==> src/rtl/ifq.sv <==
// Instruction fetch queue: circular FIFO of {pc, ins} pairs between fetch and decode.
// Latency: 1 cycle from push to head (0 cycles through the empty-queue bypass when IFQ_BYPASS_EN is defined).
// Backpressure: o_pre_ready drops when full or flushing, independent of i_post_ready; decode stalls hold the head.

`ifndef CPU_WIDTH
`define CPU_WIDTH 32
`endif
`ifndef INS_WIDTH
`define INS_WIDTH 32
`endif

module ifq #(
    parameter int DEPTH = 4
) (
    input  logic                    i_clk,
    input  logic                    i_rst_n,
    input  logic                    i_flush,
    input  logic                    i_pre_valid,
    output logic                    o_pre_ready,
    input  logic [`CPU_WIDTH-1:0]   i_ifu_pc,
    input  logic [`INS_WIDTH-1:0]   i_ifu_ins,
    output logic                    o_post_valid,
    input  logic                    i_post_ready,
    output logic [`CPU_WIDTH-1:0]   o_ifq_pc,
    output logic [`INS_WIDTH-1:0]   o_ifq_ins,
    output logic [$clog2(DEPTH):0]  o_ifq_cnt
);

    localparam int CNT_W = $clog2(DEPTH) + 1;
    localparam int IDX_W = $clog2(DEPTH);

    logic [CNT_W-1:0]      wr_ptr_q, wr_ptr_d;
    logic [CNT_W-1:0]      rd_ptr_q, rd_ptr_d;
    logic [`CPU_WIDTH-1:0] pc_mem_q  [DEPTH];
    logic [`CPU_WIDTH-1:0] pc_mem_d  [DEPTH];
    logic [`INS_WIDTH-1:0] ins_mem_q [DEPTH];
    logic [`INS_WIDTH-1:0] ins_mem_d [DEPTH];

    logic [IDX_W-1:0] wr_idx;
    logic [IDX_W-1:0] rd_idx;
    logic             empty;
    logic             full;
    logic             push;
    logic             pop;
    logic             bypass_hit;
    logic             wr_en;
    logic             rd_en;

    assign wr_idx = wr_ptr_q[IDX_W-1:0];
    assign rd_idx = rd_ptr_q[IDX_W-1:0];
    assign empty  = (wr_ptr_q == rd_ptr_q);
    assign full   = (wr_idx == rd_idx) && (wr_ptr_q[CNT_W-1] != rd_ptr_q[CNT_W-1]);

    assign o_pre_ready = !full && !i_flush;
    assign push        = i_pre_valid && o_pre_ready;
    assign pop         = o_post_valid && i_post_ready;

`ifdef IFQ_BYPASS_EN
    // An empty queue hands the incoming entry straight to decode; it is only stored if decode stalls.
    assign bypass_hit   = empty && i_pre_valid && !i_flush;
    assign o_post_valid = (!empty || bypass_hit) && !i_flush;
    assign o_ifq_pc     = bypass_hit ? i_ifu_pc  : pc_mem_q[rd_idx];
    assign o_ifq_ins    = bypass_hit ? i_ifu_ins : ins_mem_q[rd_idx];
    assign wr_en        = push && !(bypass_hit && i_post_ready);
    assign rd_en        = pop && !empty;
`else
    assign bypass_hit   = 1'b0;
    assign o_post_valid = !empty && !i_flush;
    assign o_ifq_pc     = pc_mem_q[rd_idx];
    assign o_ifq_ins    = ins_mem_q[rd_idx];
    assign wr_en        = push;
    assign rd_en        = pop;
`endif

    assign o_ifq_cnt = wr_ptr_q - rd_ptr_q;

    always_comb begin
        wr_ptr_d  = wr_ptr_q;
        rd_ptr_d  = rd_ptr_q;
        pc_mem_d  = pc_mem_q;
        ins_mem_d = ins_mem_q;
        if (i_flush) begin
            wr_ptr_d = '0;
            rd_ptr_d = '0;
        end else begin
            if (wr_en) begin
                pc_mem_d[wr_idx]  = i_ifu_pc;
                ins_mem_d[wr_idx] = i_ifu_ins;
                wr_ptr_d          = wr_ptr_q + CNT_W'(1);
            end
            if (rd_en) begin
                rd_ptr_d = rd_ptr_q + CNT_W'(1);
            end
        end
    end

    always_ff @(posedge i_clk or negedge i_rst_n) begin
        if (!i_rst_n) begin
            wr_ptr_q <= '0;
            rd_ptr_q <= '0;
            for (int i = 0; i < DEPTH; i++) begin
                pc_mem_q[i]  <= '0;
                ins_mem_q[i] <= '0;
            end
        end else begin
            wr_ptr_q  <= wr_ptr_d;
            rd_ptr_q  <= rd_ptr_d;
            pc_mem_q  <= pc_mem_d;
            ins_mem_q <= ins_mem_d;
        end
    end

    // Handshake gating makes these unreachable; they guard against future edits to ready/valid.
    a_no_overflow:  assert property (@(posedge i_clk) disable iff (!i_rst_n) !(wr_en && full));
    a_no_underflow: assert property (@(posedge i_clk) disable iff (!i_rst_n) !(rd_en && empty));

endmodule

==> config.mk <==
export PLATFORM = sky130hd
export DESIGN_NAME = ifq
export DESIGN_NICKNAME = d
export VERILOG_FILES = /design/src/rtl/ifq.sv
export SDC_FILE = /design/constraint.sdc
export NUM_CORES = 1
export LEC_CHECK = 0
export CAP_MARGIN = 20
export CORE_ASPECT_RATIO = 0.75
export CORE_MARGIN = 2
export CORE_UTILIZATION = 40
export CTS_CLUSTER_SIZE = 10
export DETAILED_ROUTE_END_ITERATION = 10
export PLACE_DENSITY = 0.67
export SETUP_SLACK_MARGIN = 0.05
export SYNTH_ARGS = -nofsm -noshare
export SYNTH_HDL_FRONTEND = slang
export SYNTH_SLANG_ARGS = --single-unit
==> constraint.sdc <==
create_clock -name i_clk -period 3.58 [get_ports i_clk]
set_input_delay 1.074 -clock i_clk [delete_from_list [all_inputs] [get_ports i_clk]]
set_output_delay 1.074 -clock i_clk [all_outputs]
set_load 0.005 [all_outputs]
# Word level (Yosys, flattened, before mapping)
# Cells that the tools add are included.
dict set report word_totals {
  output_inout_bits 69
  in_bits 69
  romBits 0
  regBits 262
  wordCells 48
  mem_count 0
  ram_bits 0
  latch_bits 0
}
dict set report op_classes {
  bitwise 3
  add_sub_neg 3
  muxes 14
  div_mod_pow 0
  shift 0
  order_cmp 3
  reduce_logical 12
  multipliers 0
  n_eq_ne 3
}
# op count
set op_table {}
lappend op_table {{bitwise mux 128 bit} 2}
lappend op_table {{two-way mux 32 bit} 5}
lappend op_table {{binary-select mux 32 bit (select 2 bit)} 2}
lappend op_table {{demux 32 bit (select 2 bit)} 1}
lappend op_table {{two-way mux 3 bit} 4}
lappend op_table {{adder 3 x 1 -> 3 bit, second input constant} 2}
lappend op_table {{>= comparator 3 bit, second input constant} 2}
lappend op_table {{logical AND 1 bit} 6}
lappend op_table {{inverter 2 -> 3 bit} 2}
lappend op_table {{nonzero test 2 bit} 2}
lappend op_table {{equality test 3 bit} 1}
lappend op_table {{logical NOT 1 bit} 3}
lappend op_table {{less-than comparator 3 x 1 -> 1 bit, second input constant} 1}
lappend op_table {{subtractor 3 bit} 1}
lappend op_table {{equality test 2 bit} 1}
lappend op_table {{AND reduction 2 bit} 1}
lappend op_table {{inequality test 1 bit} 1}
lappend op_table {{inverter 1 bit} 1}

# Logic depth before layout (Yosys ltp)
dict set report depth {
  ltp_word 7
  ltp_mapped 9
  depth_no_buf 5
}

# Worst setup path before layout
# Ideal clock, no wire load.
dict set report synth_path {
  path_type {register to output}
  start {register rd_ptr_q[1]}
  end {output port o_ifq_cnt[2]}
  n_path_buf 2
  arrival_ps 1727
  setup_slack_ps 779
  path_stages_with_launch 6
  required_ps 2506
  path_cell_list {dfrtp_1 > clkbuf_1 > clkbuf_1 > inv_1 > fa_1 > xnor2_1}
}
dict set report synth_between {
  elab_chain_cells 1
}
# item line_no
set synth_lines {}
lappend synth_lines {{start: declaration} 33} ;# logic [CNT_W-1:0] rd_ptr_q, rd_ptr_d;
lappend synth_lines {{start signal: assignment} 107} ;# rd_ptr_q <= rd_ptr_d;
lappend synth_lines {{subtractor 3 bit} 75} ;# assign o_ifq_cnt = wr_ptr_q - rd_ptr_q;
lappend synth_lines {{end: declaration} 26} ;# output logic [$clog2(DEPTH):0] o_ifq_cnt
# Every way passes these cells.

# Final worst setup path
dict set report layout_path {
  start {register rd_ptr_q[0]}
  end {output port o_ifq_pc[4]}
}
dict set report layout_between {
  elab_chain_cells 4
}
# item line_no
set layout_lines {}
lappend layout_lines {{inverter 2 -> 3 bit (not written as such)} 69} ;# assign o_ifq_pc = pc_mem_q[rd_idx];
lappend layout_lines {{binary-select mux 32 bit (select 2 bit)} 69}
lappend layout_lines {{two-way mux 32 bit (not written as such) (2 in series)} 69}
lappend layout_lines {{end: declaration} 24} ;# output logic [`CPU_WIDTH-1:0] o_ifq_pc,
# Every way passes these cells. The select of a mux whose other input is x is not followed.

==> summary.md <==
| Metric | Value |
|---|---|
| Final hold violations | `0` |
| Post-synth cell types | `29` |
| Mux share of post-synthesis cell area | `0.377` |
| Sequential share of the synthesized area | `0.567` |
| Longest Clk Path Bufs | `3` |
| Die outline area | `30,300 um2` |
| Yosys warns | `0` |
| WS Path Type | `reg -> out` |
| Post-DP Area | `13,500 um2` |
| PD cells | `710 nW/um2` |
| Final net count | `908` |
| CP startpoint kind | `flip-flop` |
| Reg-to-Reg End | `pc_mem_q[5]` |
| Syn-to-layout area delta | `24.9%` |
| Final Max Tran Viols | `0` |
| Fillcell total | `2,421` |
| Syn_area_per_cell | `17.3 um2` |
| Syn nets | `746` |
| RR Startpoint | `rd_ptr_q[0]` |
| Clock sink total | `262` |
| DRT Wirelength | `24,400 um` |
| Leak | `6.21 nW` |
| Final setup TNS | `0 ns` |
| Synth Area in XOR/XNOR | `0.00292` |
| Compound-Gate Fraction of Synth Area | `0.00908` |
| FF-to-FF path depth | `5` |
| Post-route ant nets | `0` |
| F_max | `287 MHz` |
| CTS Buf Count | `30` |
| Simple-Gate Fraction of Synth Area | `0.00519` |
| DIE WIDTH | `200 um` |
| Overflow after GRT | `0` |
| Syn Inst Count | `669` |
| Fin Clk Skew | `0.0197 ns` |
| Detail Placement HPWL | `14,300 um` |
| Pre-antenna DRT Iters | `6` |
| I/O Buffers | `137` |
| Largest net degree at the start of global routing | `77` |
| First-pass GRT wire length | `39,000 um` |
| CP Launch Point | `rd_ptr_q[0]` |
| CP endpoint kind | `output pin` |
| Peak supply drop | `0.370 mV` |
| End of the critical path | `o_ifq_pc[4]` |
| Max capacitance violation total | `0` |
| Initial core utilization | `0.410` |
| Actual slew at the worst max-slew pin | `0.714 ns` |
| Crit path DAT | `2.41 ns` |
| Layout cells sized above 1 | `0.478` |
| RSZ-0062 raised after global routing | `yes` |
| RePlAce Congestion | `0.686` |
| Period minus WS final | `3.48 ns` |
| Clk_lat worst skew | `0.55 ns` |
| Post-route cell area | `14,500 um2` |
| Main combinational cell family by area after synthesis | `multiplexers` |
| Yosys reg bits | `262` |
| WL per Instance | `20.0 um` |
| Ports | `138` |
| Row count | `53` |
| Final Util | `0.512` |
| Critical path fanouts, max | `15` |
| Critical Path RT | `2.51 ns` |
| Antenna violations before repair | `1` |
| Starting DRT DRC Count | `212` |
| Via count | `6,367` |
| Cts hold-fix bufs | `0` |
| Post-Syn Area | `11,600 um2` |
| Status | `finished, final reports clean` |
| CTS tree | `built` |
| Die Y | `151 um` |
| Post-Synth Adder-Cell Area | `0.00930` |
| Final worst-path cycle share | `0.973` |
| Drt via density | `5.22` |
| GR Util All Layers | `0.163` |
| Hold WC Path Type | `reg -> reg` |
| R2R Setup Slk | `0.95 ns` |
| Core ar. | `28,200 um2` |
| # setup viols final | `0` |
| Max-slew headroom | `0.523` |
| Root Driver | `clkbuf_16` |
| Clock transition at path regs | `0.06 ns` |
| Vias in the first global route | `6,855` |
| DRC violations left | `0` |
| Htree depth | `1` |
-- timing repair --
action / in CTS / in global routing
resized for setup: 2 / 9
endpoints found under the setup margin: 55 / 41
buffers inserted: 1 / 10
hold endpoints to repair: 0 / 0
gates cloned: 1 / 2
-- metrics by stage --
step / power [W] / setup WS (ns) / cells / hold WS [ns]
2_1_floorplan: 0.00624 / 0.779 / 669 / 0.474
3_3_place_gp: 0.00752 / 0.248 / 1170 / 0.482
3_5_place_dp: 0.00760 / 0.191 / 1170 / 0.488
4_1_cts: 0.0103 / 0.0161 / 1207 / 0.500
5_1_grt: 0.0109 / 0.00470 / 1220 / 0.505
6_report: 0.0103 / 0.0967 / 1220 / 0.497
-- routing by layer --
metal | up-vias | global-route usage | share of wire | routed length (um)
li1 | 2823 | - | - | -
met1 | 3395 | 0.222 | 0.45 | 11100
met2 | 116 | 0.260 | 0.47 | 11400
met3 | 33 | 0.0508 | 0.061 | 1500
met4 | 0 | 0.0304 | 0.016 | 391
met5 | - | 0 | 0 | 0
-- cells in the final DEF, fill, tap and decap left out, drive strengths merged, types with 2 or more instances in the layout --
cell type / netlist / layout
mux4: 64 / 64
inv: 6 / 6
clkdlybuf4s50: 0 / 128
mux2: 259 / 259
ha: 7 / 7
nor2: 5 / 5
dfrtp: 262 / 262
o21ai: 2 / 2
nor2b: 2 / 2
a31oi: 2 / 2
xnor2: 2 / 2
o211ai: 4 / 4
clkbuf: 8 / 34
dlymetal6s2s: 0 / 8
o2111ai: 2 / 2
buf: 33 / 33
nand2: 2 / 2
-- worst max-delay path, stage by stage (launching register included) --
cell and delay, ns:
dfrtp_4 0.50, buf_4 0.16, buf_16 0.18, mux4_2 0.50, clkdlybuf4s50_1 0.51
-- power by group --
part	total (W)	switching (W)	internal, W
Combinational	0.00315	0.000995	0.00215
Clock	0.00263	0.00113	0.00150
Sequential	0.00449	0.000481	0.00400
-- cell usage after synthesis --
| cell | instances | area [um2] |
|---|---|---|
| or2b_1 | 1 | 7.51 |
| o211ai_2 | 3 | 37.5 |
| inv_1 | 6 | 22.5 |
| nor2_1 | 5 | 18.8 |
| xnor2_2 | 1 | 16.3 |
| a31oi_1 | 2 | 12.5 |
| mux2_2 | 259 | 2920 |
| buf_4 | 5 | 37.5 |
| clkbuf_1 | 8 | 30.0 |
| nor2b_1 | 2 | 12.5 |
| xnor2_1 | 1 | 8.76 |
| o31ai_1 | 1 | 7.51 |
| o21a_1 | 1 | 7.51 |
| fa_1 | 1 | 20.0 |
| nor3_1 | 1 | 5.00 |
| o211ai_1 | 1 | 7.51 |
| buf_2 | 8 | 40.0 |
| nand2_1 | 2 | 7.51 |
| dfrtp_1 | 262 | 6560 |
| buf_1 | 2 | 7.51 |
| o21ai_0 | 2 | 10.0 |
| mux2i_1 | 1 | 10.0 |
| o2111ai_1 | 2 | 17.5 |
| a21oi_1 | 1 | 5.00 |
| ha_1 | 7 | 87.6 |
| mux4_2 | 64 | 1440 |
| buf_6 | 18 | 203 |
| or3b_2 | 1 | 8.76 |
| xor2_1 | 1 | 8.76 |
-- registers in the layout, summed over array words and instances, names as in the netlist --
signal and count:
ins_mem_q 128, pc_mem_q 128, rd_ptr_q 3, wr_ptr_q 3
-- cell families after synthesis --
family                   Yosys count
multiplexers                     324
flip-flops                       262
buffers and inverters             47
AO/OA/AOI/OAI                     13
AND/OR/NAND/NOR                   12
adder cells (fa/ha/maj)            8
XOR/XNOR                           3
-- worst min-delay path by stage --
stage                     cells after the start           from            end  slack, ns
after floorplan                               1  ins_mem_q[32]  ins_mem_q[32]       0.47
after global placement                        1   pc_mem_q[59]   pc_mem_q[59]       0.48
after detailed placement                      1  ins_mem_q[39]  ins_mem_q[39]       0.49
after CTS                                     1        i_rst_n  ins_mem_q[55]       0.50
after global routing                          1   pc_mem_q[37]   pc_mem_q[37]       0.51
final                                         1  ins_mem_q[50]  ins_mem_q[50]       0.50
-- area by class of cell --
type	count	area, um2	share of cell area
diodes	1	2.50	0.000173
inverters	6	22.5	0.00156
multi-input cells	360	4700	0.325
clock inverters	2	23.8	0.00164
flip-flops and latches	262	6560	0.454
repair buffers	171	1890	0.131
well taps	385	482	0.0333
clock buffers	33	772	0.0534
(Power assumes the default switching activity.)
